[config.mk]
export PLATFORM = sky130hd
export DESIGN_NAME = wb_port_arbiter
export DESIGN_NICKNAME = d
export VERILOG_FILES = /design/src/rtl/wb_arb_pkg.sv /design/src/rtl/wb_fifo.sv /design/src/rtl/wb_port_arbiter.sv
export SDC_FILE = /design/constraint.sdc
export NUM_CORES = 1
export LEC_CHECK = 0
export BUFFER_PORTS_ARGS = -buffer_cell sky130_fd_sc_hd__buf_4
export CAP_MARGIN = 30
export CORE_MARGIN = 2
export CORE_UTILIZATION = 40
export CTS_CLUSTER_DIAMETER = 120
export DETAILED_ROUTE_END_ITERATION = 12
export PLACE_DENSITY = 0.67
export SETUP_SLACK_MARGIN = 0.02
export SYNTH_ARGS = -nofsm -noshare
export SYNTH_HDL_FRONTEND = slang
export SYNTH_SLANG_ARGS = --single-unit
[constraint.sdc]
create_clock -name clk -period 4.12 [get_ports clk]
set_input_delay 1.236 -clock clk [delete_from_list [all_inputs] [get_ports clk]]
set_output_delay 1.236 -clock clk [all_outputs]
set_load 0.02 [all_outputs]
[src/rtl/wb_arb_pkg.sv]
// wb_arb_pkg
// Shared definitions for the register-file write-port arbiter:
//   - default register data/address widths and register count
//   - wb_req_t : one buffered write (destination register + data)
//   - wb_src_e : marks whether the output register holds a pipeline or a
//                FIFO-sourced write (needed for the pending-register mask)
package wb_arb_pkg;

  localparam int DEF_DATA_W   = 32;
  localparam int DEF_ADDR_W   = 4;
  localparam int DEF_NUM_REGS = 2 ** DEF_ADDR_W;

  typedef struct packed {
    logic [DEF_ADDR_W-1:0] addr;
    logic [DEF_DATA_W-1:0] data;
  } wb_req_t;

  typedef enum logic {
    SRC_PIPE = 1'b0,
    SRC_FIFO = 1'b1
  } wb_src_e;

endpackage : wb_arb_pkg

[src/rtl/wb_fifo.sv]
// wb_fifo
// Synchronous circular buffer for long-latency write-back results.
// Ports:
//   clk, rst_n               clock, synchronous active-low reset
//   push_i/push_addr_i/_data_i  enqueue request (ignored when full)
//   pop_i                    dequeue the head (ignored when empty)
//   head_addr_o/head_data_o  current head entry
//   count_o, full_o, empty_o occupancy, all derived from registered state
//   valid_o, entry_addr_o    per-slot valid bits and packed slot addresses
module wb_fifo
  import wb_arb_pkg::*;
#(
  parameter int DATA_W = DEF_DATA_W,
  parameter int ADDR_W = DEF_ADDR_W,
  parameter int DEPTH  = 2,
  localparam int CNT_W = $clog2(DEPTH + 1),
  localparam int PTR_W = (DEPTH > 1) ? $clog2(DEPTH) : 1
) (
  input  logic                    clk,
  input  logic                    rst_n,
  input  logic                    push_i,
  input  logic [ADDR_W-1:0]       push_addr_i,
  input  logic [DATA_W-1:0]       push_data_i,
  input  logic                    pop_i,
  output logic [ADDR_W-1:0]       head_addr_o,
  output logic [DATA_W-1:0]       head_data_o,
  output logic [CNT_W-1:0]        count_o,
  output logic                    full_o,
  output logic                    empty_o,
  output logic [DEPTH-1:0]        valid_o,
  output logic [DEPTH*ADDR_W-1:0] entry_addr_o
);

  logic [ADDR_W-1:0] addr_q [DEPTH];
  logic [DATA_W-1:0] data_q [DEPTH];
  logic [DEPTH-1:0]  valid_q, valid_d;
  logic [PTR_W-1:0]  wr_ptr_q, wr_ptr_d;
  logic [PTR_W-1:0]  rd_ptr_q, rd_ptr_d;
  logic [CNT_W-1:0]  count_q, count_d;
  logic              do_push_s, do_pop_s;

  assign full_o    = (count_q == CNT_W'(DEPTH));
  assign empty_o   = (count_q == CNT_W'(0));
  assign do_push_s = push_i && !full_o;
  assign do_pop_s  = pop_i && !empty_o;

  assign head_addr_o = addr_q[rd_ptr_q];
  assign head_data_o = data_q[rd_ptr_q];
  assign count_o     = count_q;
  assign valid_o     = valid_q;

  // Flatten slot addresses for the pending-mask reduction in the top level.
  always_comb begin
    entry_addr_o = '0;
    for (int i = 0; i < DEPTH; i++) begin
      entry_addr_o[i*ADDR_W +: ADDR_W] = addr_q[i];
    end
  end

  // Pointer, occupancy and valid-bit next state; pointers wrap at DEPTH.
  always_comb begin
    wr_ptr_d = wr_ptr_q;
    rd_ptr_d = rd_ptr_q;
    count_d  = count_q;
    valid_d  = valid_q;
    if (do_pop_s) begin
      valid_d[rd_ptr_q] = 1'b0;
      rd_ptr_d = (rd_ptr_q == PTR_W'(DEPTH - 1)) ? PTR_W'(0) : rd_ptr_q + PTR_W'(1);
    end else begin
      rd_ptr_d = rd_ptr_q;
    end
    if (do_push_s) begin
      valid_d[wr_ptr_q] = 1'b1;
      wr_ptr_d = (wr_ptr_q == PTR_W'(DEPTH - 1)) ? PTR_W'(0) : wr_ptr_q + PTR_W'(1);
    end else begin
      wr_ptr_d = wr_ptr_q;
    end
    case ({do_push_s, do_pop_s})
      2'b10:   count_d = count_q + CNT_W'(1);
      2'b01:   count_d = count_q - CNT_W'(1);
      default: count_d = count_q;
    endcase
  end

  // Control state register with synchronous reset (flushes the buffer).
  always_ff @(posedge clk) begin
    if (!rst_n) begin
      wr_ptr_q <= '0;
      rd_ptr_q <= '0;
      count_q  <= '0;
      valid_q  <= '0;
    end else begin
      wr_ptr_q <= wr_ptr_d;
      rd_ptr_q <= rd_ptr_d;
      count_q  <= count_d;
      valid_q  <= valid_d;
    end
  end

  // Payload storage; contents are qualified by valid_q so no reset needed.
  always_ff @(posedge clk) begin
    if (do_push_s) begin
      addr_q[wr_ptr_q] <= push_addr_i;
      data_q[wr_ptr_q] <= push_data_i;
    end
  end

endmodule : wb_fifo

[src/rtl/wb_port_arbiter.sv]
// wb_port_arbiter
// Shares the register-file write port between the in-order WB path and an
// out-of-band long-latency unit. Long-latency results wait in a small FIFO
// and drain into idle WB slots; after STARVE_LIMIT consecutive pipeline wins
// with a non-empty FIFO, the pipeline is stalled for one cycle.
// Ports:
//   clk, rst_n                         clock, synchronous active-low reset
//   pipe_wen/pipe_addr/pipe_data       pipeline write request
//   pipe_stall                         pipeline must hold WB inputs
//   lu_valid/lu_addr/lu_data, lu_ready long-latency result handshake
//   rf_wen/rf_addr/rf_data             registered register-file write
//   pend_mask                          registers with an outstanding LU write
//   fifo_count                         buffer occupancy
module wb_port_arbiter
  import wb_arb_pkg::*;
#(
  parameter int DATA_W       = DEF_DATA_W,
  parameter int ADDR_W       = DEF_ADDR_W,
  parameter int FIFO_DEPTH   = 2,
  parameter int STARVE_LIMIT = 4,
  localparam int NUM_REGS    = 2 ** ADDR_W,
  localparam int CNT_W       = $clog2(FIFO_DEPTH + 1),
  localparam int SC_W        = $clog2(STARVE_LIMIT + 1)
) (
  input  logic                clk,
  input  logic                rst_n,
  input  logic                pipe_wen,
  input  logic [ADDR_W-1:0]   pipe_addr,
  input  logic [DATA_W-1:0]   pipe_data,
  output logic                pipe_stall,
  input  logic                lu_valid,
  output logic                lu_ready,
  input  logic [ADDR_W-1:0]   lu_addr,
  input  logic [DATA_W-1:0]   lu_data,
  output logic                rf_wen,
  output logic [ADDR_W-1:0]   rf_addr,
  output logic [DATA_W-1:0]   rf_data,
  output logic [NUM_REGS-1:0] pend_mask,
  output logic [CNT_W-1:0]    fifo_count
);

  logic [ADDR_W-1:0]            head_addr_s;
  logic [DATA_W-1:0]            head_data_s;
  logic                         fifo_full_s, fifo_empty_s;
  logic [FIFO_DEPTH-1:0]        fifo_valid_s;
  logic [FIFO_DEPTH*ADDR_W-1:0] fifo_entry_addr_s;
  logic                         force_s, pipe_grant_s, fifo_grant_s, push_s;

  logic [SC_W-1:0]   starve_q, starve_d;
  logic              rf_wen_q, rf_wen_d;
  logic [ADDR_W-1:0] rf_addr_q, rf_addr_d;
  logic [DATA_W-1:0] rf_data_q, rf_data_d;
  wb_src_e           src_q, src_d;

  // Force depends only on flops so pipe_stall has no input-to-output loop
  // other than the final AND with pipe_wen.
  assign force_s      = !fifo_empty_s && (starve_q == SC_W'(STARVE_LIMIT));
  assign pipe_stall   = pipe_wen && force_s;
  assign pipe_grant_s = pipe_wen && !force_s;
  assign fifo_grant_s = !pipe_grant_s && !fifo_empty_s;

  // Ready comes from the registered count: a same-cycle pop does not help.
  assign lu_ready = !fifo_full_s;
  assign push_s   = lu_valid && lu_ready;

  wb_fifo #(
    .DATA_W (DATA_W),
    .ADDR_W (ADDR_W),
    .DEPTH  (FIFO_DEPTH)
  ) u_fifo (
    .clk          (clk),
    .rst_n        (rst_n),
    .push_i       (push_s),
    .push_addr_i  (lu_addr),
    .push_data_i  (lu_data),
    .pop_i        (fifo_grant_s),
    .head_addr_o  (head_addr_s),
    .head_data_o  (head_data_s),
    .count_o      (fifo_count),
    .full_o       (fifo_full_s),
    .empty_o      (fifo_empty_s),
    .valid_o      (fifo_valid_s),
    .entry_addr_o (fifo_entry_addr_s)
  );

  // Grant selection, output-register next state and starvation counter.
  always_comb begin
    rf_wen_d  = 1'b0;
    rf_addr_d = rf_addr_q;
    rf_data_d = rf_data_q;
    src_d     = SRC_PIPE;
    starve_d  = starve_q;
    if (pipe_grant_s) begin
      rf_wen_d  = 1'b1;
      rf_addr_d = pipe_addr;
      rf_data_d = pipe_data;
      src_d     = SRC_PIPE;
    end else if (fifo_grant_s) begin
      rf_wen_d  = 1'b1;
      rf_addr_d = head_addr_s;
      rf_data_d = head_data_s;
      src_d     = SRC_FIFO;
    end else begin
      rf_wen_d  = 1'b0;
    end
    if (fifo_empty_s || fifo_grant_s) begin
      starve_d = '0;
    end else if (pipe_grant_s && (starve_q != SC_W'(STARVE_LIMIT))) begin
      starve_d = starve_q + SC_W'(1);
    end else begin
      starve_d = starve_q;
    end
  end

  // Output register and starvation counter with synchronous reset.
  always_ff @(posedge clk) begin
    if (!rst_n) begin
      rf_wen_q  <= 1'b0;
      rf_addr_q <= '0;
      rf_data_q <= '0;
      src_q     <= SRC_PIPE;
      starve_q  <= '0;
    end else begin
      rf_wen_q  <= rf_wen_d;
      rf_addr_q <= rf_addr_d;
      rf_data_q <= rf_data_d;
      src_q     <= src_d;
      starve_q  <= starve_d;
    end
  end

  assign rf_wen  = rf_wen_q;
  assign rf_addr = rf_addr_q;
  assign rf_data = rf_data_q;

  // Pending mask: every buffered destination, plus the output register while
  // it carries a FIFO-sourced write that has not reached the RF yet.
  always_comb begin
    pend_mask = '0;
    for (int i = 0; i < FIFO_DEPTH; i++) begin
      if (fifo_valid_s[i]) begin
        pend_mask[fifo_entry_addr_s[i*ADDR_W +: ADDR_W]] = 1'b1;
      end else begin
        pend_mask = pend_mask;
      end
    end
    if (rf_wen_q && (src_q == SRC_FIFO)) begin
      pend_mask[rf_addr_q] = 1'b1;
    end else begin
      pend_mask = pend_mask;
    end
  end

endmodule : wb_port_arbiter

==> impl_metrics.toml, run 1 <==
[run]
maxCapViolations = 0

[critical_path]
cp_slowest_stage_delay_ns = 0.27
cpMaxStageDelayCell = "nor3b_1"
crit_start = "pipe_wen"
cp_num_buf_inv = 2
crit_family = "buffers and inverters"
crit_top_cell = "buf_4"
crit_type = "input port to output pin"
reg2reg_from = "starve_q[0]"
path_cells = "buf_4 -> nor3b_1 -> buf_4"
crit_required_ns = 2.88
cp-end-kind = "output pin"
ff2ff_path_depth = 5
endpoint = "pipe_stall"
cp_max_fo = 32
cp_num_cells = 3
r2r_slack_ns = 2.01
r2r-end = "rf_data[16]"
startpoint_type = "input port"
critPathArrivalTime_ns = 1.96

[yosys]
syn_inst = 432
syn-cell-area_um2 = 5220
synth-compound-area-share_pct = 15.9
yosysTopAreaCell = "edfxtp_1"
yosysWarnings = 0
synth_xor_area_share_pct = 0.168
synth_mux_area_share_pct = 6.91
ys_seq_area_share_pct = 59.9
synth_top_family_by_area = "compound AO/OA/AOI/OAI gates"
synth_cell_types = 43
synth_top_area_share_pct = 41.4
synth_fa_ha_area_share_pct = 0.480
avgSynthCellArea_um2 = 12.1
synthTopCellsByArea = "edfxtp_1 (41%), dfxtp_1 (18%), mux2i_1 (6.9%)"
syn_nets = 510
synth_simple_gate_area_share_pct = 10.4
synth-seq-cells = 120

[grt]
gr-total-overflow = 0
grt_pass1_vias = 4080
grt_max_degree = 42
antenna_found_initial = 0
grt_pass1_wl_um = 20800
grt_use_total_pct = 19.0

[cts]
cts_max_level = 4
cts_setup_buffers = 0
hold_buffers = 0
clock_path_buffers = 2
clock-sinks = 120
ctsResizeCount = 0
path_clk_slew_ns = 0.05
cts_tree = "yes"
root_buffer = "clkbuf_16"
clock_latency_ns = 0.41
cts_buffers = 17

[cells_and_area]
syn2layout_area_growth_pct = 33.3
num_antenna_cells = 0
nets = 638
seq_area_um2 = 3120
drive_above_1_share_pct = 30.9
multi_input_area_um2 = 1780
nFillCells = 1093

[route]
drt_pass1_iterations = 5
drt_first_iter_violations = 240
vias_per_cell = 5.25
wl_per_cell_um = 17.6
ant_nets = 0
vias = 3913
route.detailed.drc = 0
wirelength_um = 13100

[hold_path]
hp-class = "flop to flop"

[floorplanning]
die_area_um2 = 14000
core_area_um2 = 12700
dieHeight_um = 118
ios = 133
start_util_pct = 41.2
rows = 41
die_w_um = 118

[timing]
hold_viol_final = 0
maxSlewViolCount = 0
timing.hold.ws_ns = 0.453
worstMarginPinSlew_ns = 0.822
fmax_ghz = 0.313
skew_ns = 0.0144
grt_setup_unrepaired = "no"
setup_tns_ns = 0
post-route-period-util_pct = 77.6
min_period_ns = 3.20
slew_headroom_pct = 45.0
setup_viol = 0

[pwr]
vdd_drop_max_mv = 0.242
cellLeakagePower_uw = 0.00274
powerDensity_nw_per_um2 = 478

[run_status]
outcome = "complete, no violations"

[place]
globalplace.congestion = 0.798
place_hpwl_um = 8680
numPortBuffers = 132
## worst register-to-register path, cell delays in order (launching register included)
cell and delay, ns:
dfxtp_1 0.35, inv_1 0.06, ha_1 0.26, a21boi_4 0.58
nor2_1 0.38, a221oi_1 0.36
## routing by layer
metal	up-vias	GRT usage [%]	routed length, µm
met2	128	31.8	6530
met1	1882	23.2	5740
met5	-	0	0
met3	18	5.21	619
li1	1885	-	-
met4	0	7.38	212
## where the power goes
group | switching (µW) | leakage (µW) | total, µW | internal, µW
sequential | 54.3 | 0.00107 | 1410 | 1360
combinational | 203 | 0.00138 | 378 | 174
clock | 512 | 0.000296 | 1540 | 1030
total | 770 | 0.00274 | 3330 | 2560
## Yosys cell counts, drive strengths merged
master   n
o211ai   1
nor2b    7
a31oi    1
and4b    2
dfxtp   48
ha       2
mux2i   36
a22oi    1
buf     16
or2      1
and2     1
o31ai    2
a221oi  10
nor2    10
a21oi    4
a211o    2
and3    27
a32oi    1
nand3b   5
nor4     1
o32ai   26
xnor2    1
a21boi   3
nor3     5
nand2b   6
o221ai  12
a221o    1
or3      2
o21a    28
nand2   14
clkbuf  14
nor3b    3
a31o     1
nand4    1
nand4b   2
o21ai   13
nand3    7
edfxtp  72
inv     43
## sequential cells by signal, summed over array words and instances, names as in the netlist, named ones only
name	cells
rf_data	32
u_fifo.addr_q	8
u_fifo.valid_o	2
rf_addr	4
u_fifo.data_q	64
starve_q	3
u_fifo.rd_ptr_q	1
u_fifo.wr_ptr_q	1
src_q	1
u_fifo.count_o	2
rf_wen	1
## stage by stage
step	area, µm²	power (µW)	util [%]	std cells	setup WS [ns]
after floorplan	5220	1640	-	432	0.899
after global placement	6320	1800	49.9	712	0.988
after detailed placement	6320	1810	49.9	712	0.930
after CTS	6940	3350	54.8	744	0.923
after global routing	6950	3450	54.9	745	0.858
final	6950	3330	54.9	745	0.921
## cells in the final DEF, fill, tap and decap left out, types with 3 or more instances in the layout
master	instances
nand3b_1	5
nor2b_1	7
clkbuf_16	17
o21ai_0	13
nand3_1	7
edfxtp_1	72
a21oi_1	4
and3_1	27
nor3b_1	3
buf_4	138
o21a_1	28
nor2_1	9
inv_1	43
mux2i_1	36
clkinv_2	3
bufinv_16	4
nand2b_1	6
nor3_1	4
o221ai_1	12
nand2_1	14
clkinvlp_4	3
o32ai_1	26
dfxtp_1	47
a221oi_1	10
## cells by family after synthesis
| kind of cell | count (synthesis) |
|---|---|
| DFF | 120 |
| AOI/OAI and AO/OA | 106 |
| and+or+nand+nor | 94 |
| buffers and inverters | 73 |
| muxes | 36 |
| adders and majority gates | 2 |
| xor gates and xnor gates | 1 |
## worst min-delay path by stage
stage | startpoint | end | slack, ns | depth (start not counted)
after floorplan | starve_q[0] | starve_q[0] | 0.42 | 1
final | starve_q[0] | starve_q[0] | 0.45 | 1
after detailed placement | starve_q[0] | starve_q[0] | 0.44 | 1
after CTS | starve_q[0] | starve_q[0] | 0.45 | 1
after global routing | starve_q[0] | starve_q[0] | 0.48 | 1
after global placement | starve_q[0] | starve_q[0] | 0.43 | 1
## cell type report
| type | instances | area share, % |
|---|---|---|
| clock buffers | 20 | 6.42 |
| clock inverters | 12 | 2.52 |
| inverters | 43 | 2.32 |
| multi-input cells | 239 | 25.7 |
| flip-flops and latches | 120 | 44.9 |
| well taps | 172 | 3.09 |
| repair buffers | 139 | 15.1 |
Note: power is estimated with default switching activity, not from simulation.
==> inputs of run 2 (changes only) <==
==> constraint.sdc (replaced) <==
create_clock -name clk -period 2.7 [get_ports clk]
set_input_delay 0.81 -clock clk [delete_from_list [all_inputs] [get_ports clk]]
set_output_delay 0.81 -clock clk [all_outputs]
set_load 0.02 [all_outputs]
==> run 2 against run 1 <==
  * Combinational power rose by 56%
  * Critical endpoint is now pend_mask[12]
  * Core utilization up 0.40 points
  * Total power rose by 53%
  * Largest power group unchanged
==> impl_metrics.toml, run 2 (synthesis gave the netlist of run 1 again) <==
[run_status]
outcome = "complete, no violations"

[place]
globalplace.congestion = 0.836
numPlacedInstances = 718
numPortBuffers = 132
place_hpwl_um = 8800

[critical_path]
critPathArrivalTime_ns = 1.72
cp_max_fo = 8
path_cells = "or2_2 -> o221ai_1 -> buf_4"
cp_slowest_stage_delay_ns = 0.51
cpMaxStageDelayCell = "edfxtp_1"
startpoint_type = "flop"
crit_required_ns = 1.89
cp-end-kind = "output pin"
crit_type = "flop to output pin"

[floorplanning]
rows = 41
start_util_pct = 41.2
ios = 133
dieHeight_um = 118
die_area_um2 = 14000
core_area_um2 = 12700
die_w_um = 118

[cts]
clock-sinks = 120
root_buffer = "clkbuf_16"
cts_max_level = 4
hold_buffers = 0
cts_tree = "yes"
cts_buffers = 17
path_clk_slew_ns = 0.05
clock_path_buffers = 2
clock_latency_ns = 0.41

[route]
vias_per_cell = 5.27
ant_nets = 0
drt_pass1_iterations = 5
route.detailed.drc = 0
wirelength_um = 13000
vias = 3952
drt_first_iter_violations = 290
wl_per_cell_um = 17.4

[cells_and_area]
num_antenna_cells = 0
stdcell_count = 750
syn2layout_area_growth_pct = 34.3
drive_above_1_share_pct = 31.0
final_common_cell = "buf_4"
final_cell_mix = "buf_4 (143), edfxtp_1 (72), dfxtp_1 (47)"
nets = 643
nFillCells = 1068
top_register = "u_fifo.data_q"
largest_reg_flops = 64

[pwr]
p_switching_uw = 1150
p_comb_share_pct = 11.5
cellLeakagePower_uw = 0.00277
p_int_uw = 3960
powerDensity_nw_per_um2 = 729
vdd_drop_max_mv = 0.364
power_frac_seq_pct = 42.2
clockPowerShare_pct = 46.3
swShare_pct = 22.4

[grt]
grt_max_degree = 37
gr-total-overflow = 0
grt_use_total_pct = 18.8
grt_pass1_vias = 4058
antenna_found_initial = 0
grt_pass1_wl_um = 20500

[timing]
worstMarginPinSlew_ns = 0.534
timing.hold.ws_ns = 0.465
setup_viol = 0
hold_viol_final = 0
post-route-period-util_pct = 93.8
skew_ns = 0.0142
slew_headroom_pct = 64.4
setup_tns_ns = 0
fmax_ghz = 0.395
min_period_ns = 2.53
grt_setup_unrepaired = "no"
maxSlewViolCount = 0

[hold_path]
hp-class = "flop to flop"

[run]
maxCapViolations = 0
## run 2: cell count changes in the layout (fill, tap and decap cells not counted)
cell / before / now
inv_6: 1 / 0
clkinvlp_4: 3 / 0
buf_6: 1 / 0
nor3b_1: 3 / 1
clkinv_4: 1 / 0
nor3b_2: 0 / 2
bufinv_16: 4 / 5
clkbuf_8: 1 / 0
clkinv_1: 0 / 6
inv_1: 43 / 42
buf_12: 0 / 1
buf_4: 138 / 143
## run 2: path summary, 6_finish.rpt
path / startpoint / endpoint / slack, ns / cells past startpoint
worst min register to register: starve_q[0] / starve_q[0] / 0.46 / 1
worst min-delay path: starve_q[0] / starve_q[0] / 0.46 / 1
worst max register to register: starve_q[0] / rf_data[17] / 0.79 / 6
worst max-delay path: u_fifo.addr_q[0][0] / pend_mask[12] / 0.17 / 3
## run 2: final cells by class
class	instances	area (µm²)	share of cell area, %
inverters	43	161	2.30
repair buffers	144	1090	15.6
multi-input cells	239	1790	25.6
clock buffers	19	433	6.18
well taps	172	215	3.07
clock inverters	13	184	2.63
flip-flops and latches	120	3120	44.6
## run 2: what timing repair did
item	4_1_cts	5_1_grt
buffers inserted	0	0
resized for setup	0	2
setup endpoints to repair	0	3
## run 2: metrics by stage
stage	power, µW	setup slack, ns	area, µm²	util (%)
6_report	5100	0.168	7010	55.3
3_5_place_dp	2770	0.476	6380	50.3
2_1_floorplan	2510	0.331	5230	-
4_1_cts	5140	0.0819	7000	55.2
3_3_place_gp	2760	0.533	6380	50.3
5_1_grt	5260	0.0704	7010	55.3
## run 2: per-layer routing
metal  vias to the layer above  global-route usage [%]  share of wire (%)
li1                       1901                       -                  -
met1                      1916                    23.5                 44
met2                       117                    31.3                 49
met3                        18                    4.73                5.1
met4                         0                    7.23                1.6
met5                         -                       0                  0
## run 2: worst max-delay path, delay by kind of cell (launching register included)
kind / cells / cell delay [ns]
simple gates: 1 / 0.37
buf+inv: 1 / 0.19
flops: 1 / 0.51
compound gates: 1 / 0.25
## run 2: power by group through the flow
stage	combinational [µW]	clock, µW	sequential [µW]
3_3_place_gp	577	0	2180
3_5_place_dp	589	0	2190
4_1_cts	591	2400	2150
6_report	588	2360	2150
2_1_floorplan	299	0	2210
5_1_grt	635	2460	2160
==> inputs of run 3 (changes only) <==
--- a/config.mk
+++ b/config.mk
@@ -11,8 +11,9 @@
 export CORE_UTILIZATION = 40
 export CTS_CLUSTER_DIAMETER = 120
 export DETAILED_ROUTE_END_ITERATION = 12
-export PLACE_DENSITY = 0.67
+export PLACE_DENSITY = 0.68
 export SETUP_SLACK_MARGIN = 0.02
 export SYNTH_ARGS = -nofsm -noshare
 export SYNTH_HDL_FRONTEND = slang
+export SYNTH_HIERARCHICAL = 1
 export SYNTH_SLANG_ARGS = --single-unit
==> run 3 against run 2 <==
  * Synthesized cell count is 14% lower
  * Total power is 15% higher
  * Maximum frequency decreased by 2.6%
  * Flip-flop and latch count unchanged
  * First-iteration DRC count fell by 19%
  * Critical path depth unchanged
  * Synthesized area is 3.2% lower
  * Core utilization is 0.93 points lower
  * Routed wire length down 13%
  * Sequential share of layout area is 1.5 points higher
  * Critical endpoint is now pend_mask[3]
  * Largest power group is now registers
==> impl_metrics.toml, run 3 <==
[run_status]
outcome = "complete, no violations"

[route]
wl_per_cell_um = 16.2
ant_nets = 0
vias_per_cell = 5.08
wl_met2_um = 5780
drt_first_iter_violations = 235
wirelength_um = 11400
top_layer = "met4"
wl_met1_um = 4700
vias = 3549
drt_pass1_iterations = 4
wl_met3_um = 672
route.detailed.drc = 0

[floorplanning]
core_area_um2 = 12500
rows = 41
ios = 133
die_w_um = 116
die_area_um2 = 13500
start_util_pct = 40.5
dieHeight_um = 116

[grt]
grt_pass1_vias = 3481
antenna_found_initial = 0
gr-total-overflow = 0
grt_max_degree = 38
grt_use_total_pct = 17.2
grt_pass1_wl_um = 17600

[timing]
timing.hold.ws_ns = 0.483
hold_viol_final = 0
slew_headroom_pct = 60.9
maxSlewViolCount = 0
setup_viol = 0
fmax_ghz = 0.384
worstMarginPinSlew_ns = 0.586
setup_ws_ns = 0.0990
post-route-period-util_pct = 96.3
grt_setup_unrepaired = "no"
min_period_ns = 2.60
setup_tns_ns = 0
skew_ns = 0.00732

[yosys]
syn_inst = 371
yosys-top-cells-count = "edfxtp_1 (72), dfxtp_1 (48), a221o_1 (37), mux2_2 (36), and2_0 (30)"
avgSynthCellArea_um2 = 13.6
synth-seq-cells = 120
synth_cell_types = 44
yosysTopAreaCell = "edfxtp_1"
ys_seq_area_share_pct = 61.8
syn_nets = 450
synth_edf_count = 72
synthArstFlopShare_pct = 0
synth_top_area_share_pct = 42.8
yosysMostFrequentCell = "edfxtp_1"
synthTopCellsByArea = "edfxtp_1 (43%), dfxtp_1 (19%), mux2_2 (8.0%)"
syn-cell-area_um2 = 5050
synthFlopType = "edfxtp_1"
yosysWarnings = 6

[place]
place_hpwl_um = 7860
place_ws_ns = 0.437
numPortBuffers = 132
globalplace.congestion = 0.847

[hold_path]
hp-class = "flop to flop"
whs_path_depth = 2
min_to = "u_fifo/wr_ptr_q"
min_from = "u_fifo/wr_ptr_q"

[critical_path]
r2r_slack_ns = 0.67
cp_max_fo = 6
startpoint_type = "flop"
crit_required_ns = 1.89
cp-end-kind = "output pin"
reg2reg_from = "starve_q[0]"
critPathArrivalTime_ns = 1.79
ff2ff_path_depth = 9
r2r-end = "u_fifo/count_o[1]"
crit_type = "flop to output pin"

[cells_and_area]
drive_above_1_share_pct = 42.5
nets = 593
nFillCells = 1079
final_common_cell = "buf_4"
num_antenna_cells = 0
syn2layout_area_growth_pct = 34.2
final_cell_mix = "buf_4 (137), edfxtp_1 (72), dfxtp_1 (47)"
top_register = "u_fifo/data_q"
largest_reg_flops = 64

[cts]
cts_tree = "yes"
clock_path_buffers = 2
cts_max_level = 4
cts_buffers = 17
path_clk_slew_ns = 0.06
hold_buffers = 0
root_buffer = "clkbuf_16"
clock-sinks = 120
clock_latency_ns = 0.40

[pwr]
vdd_drop_max_mv = 0.467
powerDensity_nw_per_um2 = 866
cellLeakagePower_uw = 0.00270

[run]
maxCapViolations = 0
run 3: per-stage QoR:
step / power, µW / area (µm²) / cells / util, %
final: 5870 / 6780 / 699 / 54.4
after global routing: 6150 / 6780 / 699 / 54.4
after CTS: 5950 / 6770 / 699 / 54.3
after detailed placement: 3910 / 6220 / 667 / 49.9
after global placement: 3870 / 6220 / 667 / 49.9
after floorplan: 3360 / 5050 / 371 / -
run 3: routing by layer:
layer,global-route usage (%),vias to the layer above
met5,0,-
met4,8.33,0
met3,4.77,17
met2,29.1,127
met1,20.3,1696
li1,-,1709
run 3: layout make-up:
cell class	instances	area [µm²]	share of cell area (%)
Multi-Input combinational cell	222	1740	25.7
Clock inverter	14	103	1.51
Tap cell	172	215	3.18
Inverter	12	45.0	0.665
Sequential cell	120	3120	46.1
Timing Repair Buffer	141	1110	16.4
Clock buffer	18	439	6.48
run 3: logic make-up (layout without fill, tap and decap cells):
family / after synthesis / count (layout) / share of synthesized area, %
AOI/OAI and AO/OA: 64 / 64 / 11.3
xor gates and xnor gates: 3 / 3 / 0.520
adders and majority gates: 3 / 3 / 0.743
buffers and inverters: 29 / 185 / 4.04
DFF: 120 / 120 / 61.8
muxes: 37 / 37 / 8.22
and+or+nand+nor: 115 / 115 / 13.4
run 3: worst max-delay path, cell delays in order (launching register included):
cell,delay [ns]
dfxtp_1,0.42
nand4_1,0.26
o311ai_0,0.48
buf_4,0.23
run 3: worst max-delay path by stage:
stage          depth (start not counted)                start                   end
6_report                               3           rf_addr[1]          pend_mask[3]
5_1_grt                                3           rf_addr[1]          pend_mask[3]
4_1_cts                                4                src_q         pend_mask[12]
3_5_place_dp                           4  u_fifo/addr_q[0][3]          pend_mask[3]
3_3_place_gp                           6             lu_valid  u_fifo/data_q[0][29]
2_1_floorplan                          4             lu_valid   u_fifo/addr_q[0][0]
run 3: what timing repair did:
action,4_1_cts,5_1_grt
resized for setup,2,1
setup buffers,0,0
setup endpoints to repair,1,4
run 3: where the power goes:
| group | leakage (µW) | internal, µW | total (µW) | switching (µW) |
|---|---|---|---|---|
| Sequential | 0.00107 | 2320 | 2530 | 205 |
| Combinational | 0.00138 | 647 | 1340 | 693 |
| Clock | 0.000258 | 1200 | 2000 | 807 |
| Total | 0.00270 | 4170 | 5870 | 1710 |
